## src/rtl/operand_stack.sv

```systemverilog
// operand_stack: single-clock LIFO operand stack for the CPU control unit, with
// combinational tos/nos peek ports, a registered pop output and sticky error flags.
// Latency: push is visible on tos/count right after the edge; popped data arrives
// one cycle after the pop strobe.
// Backpressure: none. A push on full or a pop on empty is dropped and sets a sticky
// flag instead.
//
// Ports:
//   clk, reset              clock; synchronous active-high reset
//   push, pop, clear        one-cycle strobes (clear empties the stack and drops flags)
//   data_in                 value to push
//   data_out, out_valid     registered popped value; out_valid pulses for one cycle
//   tos, nos                top / next-of-stack, forced to 0 when not present
//   count, empty, full      occupancy status
//   overflow, underflow     sticky error flags, cleared by reset or clear
module operand_stack #(
   parameter  int WIDTH = 8,
   parameter  int DEPTH = 16,
   localparam int CW    = $clog2(DEPTH) + 1
) (
   input  logic             clk,
   input  logic             reset,
   input  logic             push,
   input  logic             pop,
   input  logic             clear,
   input  logic [WIDTH-1:0] data_in,
   output logic [WIDTH-1:0] data_out,
   output logic             out_valid,
   output logic [WIDTH-1:0] tos,
   output logic [WIDTH-1:0] nos,
   output logic [CW-1:0]    count,
   output logic             empty,
   output logic             full,
   output logic             overflow,
   output logic             underflow
);

   localparam int AW = $clog2(DEPTH);

   logic [WIDTH-1:0] mem [DEPTH];
   logic [CW-1:0]    sp;

   logic [AW-1:0]    top_idx;
   logic [AW-1:0]    nos_idx;
   logic [AW-1:0]    wr_idx;
   logic             wr_en;

   // Indices are taken modulo DEPTH: when sp == DEPTH the low bits wrap to 0,
   // and subtracting 1 or 2 still lands on the correct slot.
   assign top_idx = sp[AW-1:0] - AW'(1);
   assign nos_idx = sp[AW-1:0] - AW'(2);

   assign empty = (sp == '0);
   assign full  = (sp == CW'(DEPTH));
   assign count = sp;

   assign tos = empty           ? '0 : mem[top_idx];
   assign nos = (sp < CW'(2))   ? '0 : mem[nos_idx];

   // A push writes either the free slot (push only) or overwrites the top
   // entry (replace). The bypass case on an empty stack never touches mem.
   assign wr_en  = !reset && !clear && push && (pop ? !empty : !full);
   assign wr_idx = pop ? top_idx : sp[AW-1:0];

   // Storage is deliberately not reset; stale entries are masked on tos/nos.
   always_ff @(posedge clk) begin
      if (wr_en) begin
         mem[wr_idx] <= data_in;
      end
   end

   always_ff @(posedge clk) begin
      if (reset) begin
         sp        <= '0;
         data_out  <= '0;
         out_valid <= 1'b0;
         overflow  <= 1'b0;
         underflow <= 1'b0;
      end else if (clear) begin
         sp        <= '0;
         out_valid <= 1'b0;
         overflow  <= 1'b0;
         underflow <= 1'b0;
      end else begin
         out_valid <= 1'b0;
         unique case ({push, pop})
            2'b10: begin
               if (full) begin
                  overflow <= 1'b1;
               end else begin
                  sp <= sp + CW'(1);
               end
            end
            2'b01: begin
               if (empty) begin
                  underflow <= 1'b1;
               end else begin
                  data_out  <= mem[top_idx];
                  out_valid <= 1'b1;
                  sp        <= sp - CW'(1);
               end
            end
            2'b11: begin
               // Replace returns the old top; on an empty stack the pushed
               // value passes straight through to data_out.
               data_out  <= empty ? data_in : mem[top_idx];
               out_valid <= 1'b1;
            end
            default: ;
         endcase
      end
   end

endmodule

```

## config.mk

```make
export PLATFORM = sky130hd
export DESIGN_NAME = operand_stack
export DESIGN_NICKNAME = d
export VERILOG_FILES = /design/src/rtl/operand_stack.sv
export SDC_FILE = /design/constraint.sdc
export NUM_CORES = 1
export LEC_CHECK = 0
export CAP_MARGIN = 0
export CORE_UTILIZATION = 25
export DETAILED_ROUTE_END_ITERATION = 10
export GPL_TIMING_DRIVEN = 1
export PLACE_DENSITY = 0.48
export SETUP_SLACK_MARGIN = 0.5
export SLEW_MARGIN = 10
export SYNTH_ARGS = -nofsm -noshare
export SYNTH_HDL_FRONTEND = slang
export SYNTH_SLANG_ARGS = --single-unit
```

## constraint.sdc

```tcl
create_clock -name clk -period 7.7 [get_ports clk]
set_clock_uncertainty 0.2 [all_clocks]
set_input_delay 2.31 -clock clk [delete_from_list [all_inputs] [get_ports clk]]
set_output_delay 2.31 -clock clk [all_outputs]
set_load 0.05 [all_outputs]
```

# [Word-level counts from Yosys, hierarchy flattened]
# Memory sizes are Yosys's and may differ from the RTL's.
# Cells that the tools add are included.
[totals] ff_bits=16 latch_bits=0 ramBits=128 rom_bits=0 in_bits=13 out_inout_bits=34 word_cells=47 n_memories=1
[mem_list] name="mem" words=16 word_bits=8 read_ports=2 rd_clocked_by_memory_dff=0 write_ports=1 line="40" rtl="logic [WIDTH-1:0] mem [DEPTH];"
[op_classes] add_sub_neg=4 n_mul=0 div_mod_pow=0 order_cmp=1 eq_ne=6 shift=0 n_mux=14 bitwise_logic=1 n_reduce_logical=15
[ops] cell="two-way mux 8 bit" n=4
[ops] cell="case mux 8 bit (2 select lines)" n=1
[ops] cell="two-way mux 5 bit" n=2
[ops] cell="case mux 5 bit (2 select lines)" n=1
[ops] cell="AND reduction 3 bit" n=2
[ops] cell="adder 5 x 1 -> 5 bit (second input constant)" n=1
[ops] cell="equality test 5 bit (second input constant)" n=1
[ops] cell="zero test 5 bit" n=1
[ops] cell="< comparator 5 x 2 -> 1 bit (second input constant)" n=1
[ops] cell="subtractor 5 x 1 -> 5 bit (second input constant)" n=1
[ops] cell="equality test 2 bit (second input constant)" n=2
[ops] cell="zero test 1 bit" n=4
[ops] cell="two-way mux 1 bit" n=4
[ops] cell="two-way mux 4 bit" n=1
[ops] cell="!= test 2 bit (second input constant)" n=2
[ops] cell="AND reduction 2 bit" n=2
[ops] cell="nonzero test 2 bit" n=2
[ops] cell="subtractor 4 x 1 -> 4 bit (second input constant)" n=1
[ops] cell="subtractor 4 x 2 -> 4 bit (second input constant)" n=1
[ops] cell="logical AND 1 bit" n=3
[ops] cell="equality test 2 x 1 -> 1 bit (second input constant)" n=1
[ops] cell="case mux 1 bit (2 select lines)" n=1
[ops] cell="OR reduction 2 bit" n=1
[ops] cell="inverter 1 bit" n=1

# [Longest topological paths before layout]
[depth] depth_word=6 ltp_mapped=13 depth_no_buf=7

# [Least setup slack after synthesis]
# No wires, ideal clock.
[synth_timing] path_type="register -> output" from="register sp[0] (netlist: count[0])" to="output tos[2]" arrival_ns=3.749 required_ns=5.190 slack_ns=1.441 path_stages_with_launch=13 path_buffers=6 cell_sequence="dfxtp_1 buf_4 buf_8 buf_6 buf_4 inv_1 ha_1 buf_2 buf_2 mux4_2 nor2b_1 a211oi_1 a211oi_1"
[synth_between] elab_chain_cells=3 word_cells_on_any_way=4 classes_between="1 x add/sub; 1 x mux; 1 x reduce/logical; 1 x memory"
[synth_lines] element="from (decl)" line="41" rtl="logic [CW-1:0] sp;"
[synth_lines] element="from (signal assigned)" line="91" rtl="sp <= sp + CW'(1);"
[synth_lines] element="from (signal assigned)" line="100" rtl="sp <= sp - CW'(1);"
[synth_lines] element="subtractor 4 x 1 -> 4 bit" line="50" rtl="assign top_idx = sp[AW-1:0] - AW'(1);"
[synth_lines] element="named net top_idx[0]" line="43" rtl="logic [AW-1:0] top_idx;"
[synth_lines] element="memory (16 x 8 bit)"
[synth_lines] element="two-way mux 8 bit" line="57" rtl="assign tos = empty ? '0 : mem[top_idx];"
[synth_lines] element="to (decl)" line="29" rtl="output logic [WIDTH-1:0] tos,"
# The timed path passes the listed nets, and every way through them passes these cells.

# [Final worst setup path]
[layout_timing] from="register sp[1] (netlist: count[1])" to="output tos[6]"
[layout_between] elab_chain_cells=3 word_cells_on_any_way=4 classes_between="1 x add/sub; 1 x mux; 1 x reduce/logical; 1 x memory"
[layout_lines] element="subtractor 4 x 1 -> 4 bit" line="50"
[layout_lines] element="memory (16 x 8 bit)"
[layout_lines] element="two-way mux 8 bit (*)" line="57"
# Mark *: on every way between the ends. The rest lies on a longest branch, timed or not.

==> impl_metrics.toml <==
[global_route]
grt-busiest-layer = "met2"
grt_max_degree = 44
grt_pass1_wl_um = 28100
grt_overflow_total = 0
grt_pass1_vias = 4209
grt_usage_pct = 13.8
use_met2_pct = 21.5
met1_usage_pct = 18.9
antenna_found_initial = 0
grtUsageMet3_pct = 3.61

[synthesis]
ys.flop_type = "edfxtp_1"
synth_cells = 429
postSynthAreaPerCell_um2 = 16.6
synth_seq_area_share_pct = 58.5
synthTopCellsByCount = "128 x edfxtp_1, 63 x mux4_2, 34 x nor2_1"
synth_nets = 450
ys_types = 44
synth-seq-cells = 144
synthesis.area_um2 = 7110
synth.most_common_cell = "edfxtp_1"
yosys.area.top_type = "edfxtp_1"
synth-edff-count = 128
yosys_warnings = 0
synth_top_area_share_pct = 54.0
ys_top_cells_by_area = "edfxtp_1 54%, mux4_2 20%, dfxtp_1 4.5%"
synthArstFlopShare_pct = 0

[worst_setup_path]
critPathArrivalTime_ns = 4.03
path_delay_family = "buffers and inverters"
path_cells = "buf_4 > inv_1 > buf_4 > ha_1 > buf_4 > mux4_2 > mux2i_1 > a211oi_1 > buf_4"
start_kind = "flop"
cpPeakStageDelay_ns = 0.95
critPathMaxFanout = 30
worstSetupPathType = "reg -> out"
required_ns = 5.19
crit_buf_inv = 5
critPathSlowestCell = "ha_1"
endpoint_kind = "output port"
cpMostUsedCell = "buf_4"

[clock_tree]
clock_path_buffers = 2
path_clk_slew_ns = 0.06
htreeDepth = 4
cts_hold_buf = 0
cts_tree = "done"
cts_root_buffer = "clkbuf_16"
cts_setup_buffers = 0
clock_sinks = 144
post_cts_resized = 0
numCtsBuffers = 17
worst_skew_pair.late_latency_ns = 0.42

[floorplan]
start_util_pct = 25.5
die-area_um2 = 29100
io_pins = 47
die_h_um = 171
die_w_um = 171
coreArea_um2 = 27900
rows = 61

[cells_and_area]
drive_gt1_share_pct = 24.5
diodes = 0
layout.nets = 494
area.growth.synth_to_final_pct = 18.7

[sta]
hold_viol_final = 0
rsz0062_at_grt = "no"
period_share_pct = 84.9
period_needed_ns = 6.54
worst_pin_slew_ns = 1.27
drv_slew = 0
fin_ws_ns = 1.16
setup_violations = 0
fin_setup_tns_ns = 0
relSlewSlack_pct = 15.2
fmax_ghz = 0.153

[drt]
first_pass_iters = 6
ant_nets = 0
viasPerCell = 4.82
first_iter_violations = 430
num_vias = 4162
wl_per_cell_um = 22.2
route.detailed.drc = 0
routed_wl_um = 19200

[power_and_ir_drop]
vdd_drop_max_mv = 0.144
p_per_area_nw_per_um2 = 226
p_leak_uw = 0.00261

[run_status]
outcome = "finished, final reports clean"

[placement]
gp_congestion = 0.755
dp_slack_ns = 1.55
port_buffers = 46
hpwl_um = 12600

[job]
drv_cap = 0

[min_path]
hold_class = "reg -> reg"
[cell usage in the layout (no fill, tap or decap), types with 2 or more instances in the layout]
master           netlist  final
edfxtp_1             128    128
inv_8                  0      3
a21oi_1                6      6
clkbuf_16              0     17
a311oi_1               8      8
clkinv_4               0      5
nor2_1                34     34
a21o_1                 2      2
and2_1                 8      8
nor2b_1                9      9
xor2_1                 2      2
a211oi_1              33     33
dfxtp_1               16     15
inv_6                  0      4
clkinv_1               0      2
a211o_1                7      7
inv_1                  5      5
o31ai_1                2      2
nand3_1                2      2
mux4_2                63     63
nand2_1               22     22
xnor2_1                8      7
ha_1                   7      7
mux2i_1               17     17
clkdlybuf4s50_1        0     38
buf_4                  8     19
[logic make-up after synthesis]
| kind of cell | Yosys count | synth area share [%] |
|---|---|---|
| compound gates | 65 | 6.86 |
| xor+xnor | 11 | 1.46 |
| fa+ha+maj | 8 | 1.51 |
| buf+inv | 38 | 3.53 |
| flops | 144 | 58.5 |
| mux | 81 | 22.7 |
| simple gates | 82 | 5.40 |
[through the flow]
stage	power, uW	instance area [um2]	util (%)	hold WS, ns	cells
after floorplan	1060	7110	-	0.508	429
after global placement	1150	7890	28.3	0.247	832
after detailed placement	1150	7890	28.3	0.261	832
after CTS	1920	8450	30.3	0.276	864
after global routing	1970	8450	30.3	0.299	864
final	1910	8450	30.3	0.274	864
[flip-flops by register name, indices dropped and copies added, names as in the netlist]
signal,count
overflow,1
count,5
data_out,8
mem,128
underflow,1
out_valid,1
[final timing paths]
path / end / cells past startpoint / start / slack (ns)
min: underflow / 2 / underflow / 0.27
max: tos[6] / 9 / count[1] / 1.16
min reg2reg: underflow / 2 / underflow / 0.27
max reg2reg: mem[8][2] / 9 / count[1] / 3.38
[where the power goes]
group	total, uW	leakage, uW	internal, uW	switching (uW)
Sequential	866	0.00128	857	9.18
Clock	780	0.000270	423	357
Combinational	263	0.00106	98.2	165
Total	1910	0.00261	1380	531
[cell type report]
type                    instances  area (um2)
clock buffers                  17         425
clock inverters                15         128
fillers                      2718       19400
inverters                       6        22.5
multi-input cells             247        2710
flip-flops and latches        144        4170
well taps                     378         473
repair buffers                 57         523
[routing by layer]
layer,routed length [um],vias up
li1,-,1844
met2,8870,135
met4,283,0
met1,9000,2169
met3,1040,14
met5,0,-
[worst min-delay path, stage by stage (launching register included)]
cell and delay (ns):
dfxtp_1 0.33, a21oi_1 0.04, nor2_1 0.07
Note: power is estimated with default switching activity, not from simulation.
